==> config.mk <==
export PLATFORM = sky130hd
export DESIGN_NAME = uart_rx_fifo_feeder
export DESIGN_NICKNAME = d
export VERILOG_FILES = /design/src/rtl/uart_rx_fifo_feeder.sv
export SDC_FILE = /design/constraint.sdc
export NUM_CORES = 1
export LEC_CHECK = 0
export ABC_CLOCK_PERIOD_IN_PS = 5200
export BUFFER_PORTS_ARGS = -buffer_cell sky130_fd_sc_hd__buf_2
export CORE_UTILIZATION = 54
export CTS_CLUSTER_SIZE = 30
export DETAILED_ROUTE_END_ITERATION = 8
export GPL_TIMING_DRIVEN = 0
export PLACE_DENSITY = 0.85
export SLEW_MARGIN = 20
export SYNTH_ARGS = -nofsm -noshare
export SYNTH_HDL_FRONTEND = slang
export SYNTH_SLANG_ARGS = --single-unit
==> constraint.sdc <==
create_clock -name clk -period 5.2 [get_ports clk]
set_clock_uncertainty 0.1 [all_clocks]
set_input_delay 1.04 -clock clk [delete_from_list [all_inputs] [get_ports clk]]
set_output_delay 1.04 -clock clk [all_outputs]
set_load 0.005 [all_outputs]
==> src/rtl/uart_rx_fifo_feeder.sv <==
// UART receiver feeding a byte FIFO.
// Deserialises an idle-high asynchronous line (1 start, data_width data bits
// LSB-first, 1 stop, no parity) and pushes each good byte through a
// write_en/data_in strobe. The FIFO is never written while full is high.
// Bytes lost to a full FIFO raise a sticky overrun flag. A low stop bit
// raises a sticky frame_err flag. Both flags clear on clr_err.
module uart_rx_fifo_feeder #(
   parameter int data_width   = 8,
   parameter int clks_per_bit = 16
) (
   input  logic                  clk,
   input  logic                  rst,
   input  logic                  rx,
   input  logic                  full,
   input  logic                  clr_err,
   output logic                  write_en,
   output logic [data_width-1:0] data_in,
   output logic                  busy,
   output logic                  frame_err,
   output logic                  overrun
);

   // Counter just wide enough to hold clks_per_bit-1
   localparam int CNT_W = (clks_per_bit > 1) ? $clog2(clks_per_bit) : 1;
   localparam int IDX_W = (data_width > 1) ? $clog2(data_width) : 1;

   localparam logic [CNT_W-1:0] HALF_LAST = CNT_W'(clks_per_bit / 2 - 1);
   localparam logic [CNT_W-1:0] BIT_LAST  = CNT_W'(clks_per_bit - 1);
   localparam logic [IDX_W-1:0] IDX_LAST  = IDX_W'(data_width - 1);

   typedef enum logic [2:0] {
      IDLE    = 3'd0,
      START   = 3'd1,
      DATA    = 3'd2,
      STOP    = 3'd3,
      RECOVER = 3'd4
   } state_t;

   state_t                state;
   state_t                state_nxt;
   logic                  rx_meta;
   logic                  rx_s;
   logic [CNT_W-1:0]      cnt;
   logic [IDX_W-1:0]      idx;
   logic [data_width-1:0] shreg;

   logic                  counting;
   logic                  cnt_done;
   logic                  stop_tick;
   logic                  push;
   logic                  ovr_set;
   logic                  fe_set;

   // Two-flop synchroniser; resets to the idle (high) line level
   always_ff @(posedge clk or posedge rst) begin
      if (rst) begin
         rx_meta <= 1'b1;
         rx_s    <= 1'b1;
      end else begin
         rx_meta <= rx;
         rx_s    <= rx_meta;
      end
   end

   // START times half a bit to land mid start bit; DATA/STOP time whole bits
   assign counting = (state == START) || (state == DATA) || (state == STOP);
   assign cnt_done = (state == START) ? (cnt == HALF_LAST) : (cnt == BIT_LAST);

   // State register
   always_ff @(posedge clk or posedge rst) begin
      if (rst) begin
         state <= IDLE;
      end else begin
         state <= state_nxt;
      end
   end

   // Next-state logic
   always_comb begin
      state_nxt = state;
      case (state)
         IDLE: begin
            if (!rx_s) state_nxt = START;
         end
         START: begin
            // A line that is high again at mid start bit was only a glitch
            if (cnt_done) state_nxt = rx_s ? IDLE : DATA;
         end
         DATA: begin
            if (cnt_done && (idx == IDX_LAST)) state_nxt = STOP;
         end
         STOP: begin
            // Leave at mid stop bit so the next start edge is not missed
            if (cnt_done) state_nxt = rx_s ? IDLE : RECOVER;
         end
         RECOVER: begin
            // Hold off until the line goes idle so a break is not read as 0x00s
            if (rx_s) state_nxt = IDLE;
         end
         default: state_nxt = IDLE;
      endcase
   end

   // Output / event decode from the current state
   always_comb begin
      busy      = (state != IDLE);
      stop_tick = (state == STOP) && cnt_done;
      push      = stop_tick && rx_s && !full;
      ovr_set   = stop_tick && rx_s && full;
      fe_set    = stop_tick && !rx_s;
   end

   // Bit-period counter, bit index and LSB-first shift register
   always_ff @(posedge clk or posedge rst) begin
      if (rst) begin
         cnt   <= '0;
         idx   <= '0;
         shreg <= '0;
      end else begin
         cnt <= (counting && !cnt_done) ? cnt + 1'b1 : '0;
         if ((state == DATA) && cnt_done) begin
            shreg <= {rx_s, shreg} >> 1;
            idx   <= (idx == IDX_LAST) ? '0 : idx + 1'b1;
         end else if (state == IDLE) begin
            idx <= '0;
         end
      end
   end

   // FIFO push strobe, held output byte and sticky error flags (set beats clear)
   always_ff @(posedge clk or posedge rst) begin
      if (rst) begin
         write_en  <= 1'b0;
         data_in   <= '0;
         frame_err <= 1'b0;
         overrun   <= 1'b0;
      end else begin
         write_en <= push;
         if (push) data_in <= shreg;
         if (fe_set)       frame_err <= 1'b1;
         else if (clr_err) frame_err <= 1'b0;
         if (ovr_set)      overrun <= 1'b1;
         else if (clr_err) overrun <= 1'b0;
      end
   end

endmodule

### Yosys cells after proc, flatten, opt, wreduce, memory -nomap -nowiden

Cells that the tools add are included.

* $add $sub $neg: 2
* eq/ne operators: 12
* mux-type cells: 16
* reduce and logical (&&, ||, !) cells: 19

Operators with widths (number)
* 2-to-1 mux 3 bit: 9
* case mux 3 bit (5 select lines): 1
* logical AND 1 bit: 8
* != test 2 bit, second input constant: 4
* == test 3 x 2 -> 1 bit, second input constant: 2
* == test 3 bit, second input constant: 2
* nonzero test 2 bit: 3
* AND reduction 5 bit: 1
* adder 4 x 1 -> 4 bit, second input constant: 1
* == test 4 x 3 -> 1 bit, second input constant: 1
* == test 4 bit, second input constant: 1
* 2-to-1 mux 1 bit: 4
* 2-to-1 mux 4 bit: 1
* adder 3 x 1 -> 3 bit, second input constant: 1
* == test 3 x 1 -> 1 bit, second input constant: 1
* logical NOT 1 bit: 3
* logical NOT 3 bit: 1
* nonzero test 3 bit: 1
* logical OR 1 bit: 2
* 2-to-1 mux 2 bit: 1
* != test 2 x 1 -> 1 bit, second input constant: 1

* register bits after elaboration: 31
* input bits: 5
* output and inout port bits: 12

### Longest topological paths before layout

* depth after elaboration: 6
* depth in mapped cells: 5
* mapped depth without buffers: 5

### Least setup slack after synthesis

No wires, ideal clock.

* path type: input port to flip-flop
* start: input full
* end: register data_in[0]
* setup time: 125 ps
* data arrival time: 1978 ps
* slack: 2997 ps
* stages: 3
* buffers on the path: 1
* cells stage by stage: or4_4 -> buf_6 -> mux2_4

* cells in the longest elaborated chain, start to end: 2

Ends and longest elaborated chain
* start, declared: RTL line 14 `input logic full,`
* logical NOT 1 bit: RTL line 108 `push = stop_tick && rx_s && !full;`
* logical AND 1 bit: RTL line 108
* end signal, assigned: RTL line 139 `if (push) data_in <= shreg;`
* end, declared: RTL line 17 `output logic [data_width-1:0] data_in,`

No other way between the ends.
A chain may end at the register's enable or synchronous reset.

### Final worst setup path

* start: register state[2]
* end: output busy

* cells in the longest elaborated chain, start to end: 1

Ends and longest elaborated chain
* start, declared: RTL line 39 `state_t state;`
* start signal, assigned: RTL line 74 `state <= state_nxt;`
* nonzero test 3 bit: RTL line 106 `busy = (state != IDLE);`
* end, declared: RTL line 18 `output logic busy,`

No other way between the ends.

==> results.sh <==
export IMPL_critPathKind="flop to primary output"
export IMPL_clock_latency_ps=320
export IMPL_placed_area_um2=1420
export IMPL_drtPass1Iterations=2
export IMPL_final_cell_mix="29 x dfrtp_1, 17 x buf_2, 9 x mux2_2, 8 x mux2_4, 7 x inv_1"
export IMPL_port_buffers=16
export IMPL_vias_per_cell=5.24
export IMPL_fin_area_um2=1510
export IMPL_h_tree_depth=2
export IMPL_vias=771
export IMPL_cp_max_fo=8
export IMPL_clk_pin_slew_ps=90
export IMPL_cts_sinks=31
export IMPL_grt_setup_unrepaired="false"
export IMPL_synth_edff_count=0
export IMPL_crit_cells=2
export IMPL_seq_area_frac_synth=0.597
export IMPL_endpoint_kind="primary output"
export IMPL_postCtsSetupBuffers=0
export IMPL_r2r_cells=5
export IMPL_fmax_mhz=380
export IMPL_num_antenna_cells=0
export IMPL_grt_max_degree=32
export IMPL_max_slew_margin=0.588
export IMPL_grt_pass1_wl_um=3390
export IMPL_fin_ws_ps=2570
export IMPL_powerDensity_nw_per_um2=335
export IMPL_synth_nets=103
export IMPL_outcome="completed"
export IMPL_max_cap_violations=0
export IMPL_layout_commonest_cell="dfrtp_1"
export IMPL_place_congestion=0.809
export IMPL_cts_resized=0
export IMPL_fin_crit_ps=2630
export IMPL_cp_data_required_time_ps=4060
export IMPL_die_area_um2=2610
export IMPL_route_detailed_drc=0
export IMPL_hold_buffers=0
export IMPL_tightest_slew_ps=617
export IMPL_clockBufferDepth=2
export IMPL_ys_warn_count=0
export IMPL_p_leak_nw=0.816
export IMPL_fin_tns_setup_ps=0
export IMPL_drt_wl_total_um=2000
export IMPL_preCtsSetupSlack_ps=2840
export IMPL_initial_core_util=0.584
export IMPL_worstPathCellList="or3_2 -> buf_2"
export IMPL_holdWs_ps=260
export IMPL_overflow=0
export IMPL_die_h_um=51.1
export IMPL_root_buffer="clkbuf_4"
export IMPL_synthToLayoutAreaGrowth_pct=15.5
export IMPL_die_w_um=51.1
export IMPL_dp_hpwl_um=1420
export IMPL_ys_types=25
export IMPL_ant_nets=0
export IMPL_setup_viol=0
export IMPL_tritoncts="done"
export IMPL_critPathLaunchType="flop"
export IMPL_path_delay_family="simple AND/OR/NAND/NOR gates"
export IMPL_synth_seq_cells=31
export IMPL_drive_above_1_share=0.437
export IMPL_slew_viol_final=0
export IMPL_syn_avg_cell_area_um2=13.7
export IMPL_syn_area_um2=1300
export IMPL_cts_buffers_inserted=5
export IMPL_synthArstFlopShare=1.00
export IMPL_crit_arrival_ps=1490
export IMPL_synth_flop_cell="dfrtp_1"
export IMPL_max_stage_delay_ps=560
export IMPL_grt_pass1_vias=772
export IMPL_antenna_found_initial=0
export IMPL_drt_iter0_drc=8
export IMPL_syn_inst=95
export IMPL_critPathSlowestCell="or3_2"
export IMPL_ir_drop_mv=0.228
export IMPL_core_um2=2230
export IMPL_wl_per_cell_um=13.6
export IMPL_post_route_period_util=0.506
export IMPL_io_pins=17
export IMPL_crit_buf_inv=1
export IMPL_final_nets=126
export IMPL_num_rows=17
export IMPL_finalHoldViolCount=0
export IMPL_gr_usage_all_layers=0.190
export IMPL_hold_class="flop to flop"
export IMPL_hold_depth=0
## report_power, final
group / switching, mW / internal (mW) / total (mW)
Clock: 0.0794 / 0.114 / 0.193
Sequential: 0.0145 / 0.255 / 0.269
Combinational: 0.0227 / 0.0192 / 0.0419
Total: 0.117 / 0.387 / 0.504
## stage by stage
stage | instances | power [mW] | utilization
2_1_floorplan | 95 | 0.303 | -
4_1_cts | 147 | 0.511 | 0.674
6_report | 147 | 0.504 | 0.674
3_3_place_gp | 139 | 0.312 | 0.635
3_5_place_dp | 139 | 0.316 | 0.635
5_1_grt | 147 | 0.529 | 0.674
## area by class of cell
type | instances | area, µm²
buffer | 2 | 16.3
multi-input combinational | 54 | 479
inverter | 8 | 30.0
clock buffer | 6 | 51.3
fill | 170 | 728
tap | 28 | 35.0
sequential | 31 | 778
timing repair buffer | 16 | 80.1
clock inverter | 2 | 35.0
## registers in the layout, summed over array words and instances (netlist names)
register and cells:
data_in 8, shreg 8, cnt 4, idx 3, state 3, frame_err 1, overrun 1, rx_meta 1
rx_s 1, write_en 1
## final timing paths
check	start	to	slack, ps
setup / recovery	state[2]	busy	2570
hold / removal	rx_meta	rx_s	260
setup reg to reg	cnt[0]	shreg[4]	3250
hold reg to reg	rx_meta	rx_s	260
max in group asynchronous	rst	cnt[2]	3910
min in group asynchronous	rst	data_in[3]	680
## logic make-up (layout without fill, tap and decap cells)
| family | after synthesis | in the layout | share of synthesized area |
|---|---|---|---|
| AO/OA/AOI/OAI | 7 | 7 | 0.0365 |
| multiplexers | 20 | 20 | 0.193 |
| AND/OR/NAND/NOR | 21 | 21 | 0.0893 |
| adder cells (fa/ha/maj) | 3 | 3 | 0.0288 |
| buffers and inverters | 10 | 34 | 0.0355 |
| XOR/XNOR | 3 | 3 | 0.0202 |
| flip-flops | 31 | 31 | 0.597 |
## cells in the mapped netlist, drive strengths merged (2+ instances only)
library cell,instances,area (µm²)
a21oi,2,10.0
or2,3,18.8
nor2,4,15.0
dfrtp,29,726
ha,3,37.5
inv,8,30.0
nand2,6,22.5
buf,2,16.3
a211oi,2,15.0
mux2,17,221
dfstp,2,52.6
mux2i,3,30.0
nor3,2,10.0
xnor2,2,17.5
o22ai,2,12.5
## metal layers
metal,wire length (µm),vias up,global-route usage,part of all wire
met3,59,6,0.0565,0.030
met1,868,378,0.192,0.44
met5,0,-,0,0
met2,1030,17,0.320,0.51
met4,41,0,0.153,0.021
li1,-,370,-,-
## worst register-to-register path: stages, from the launching register on
cell     delay [ps]
dfrtp_1         380
ha_1            240
nand4_2         140
nor3_1          280
buf_2           330
mux2_2          370
No activity file was read; power rests on OpenSTA's default activity.
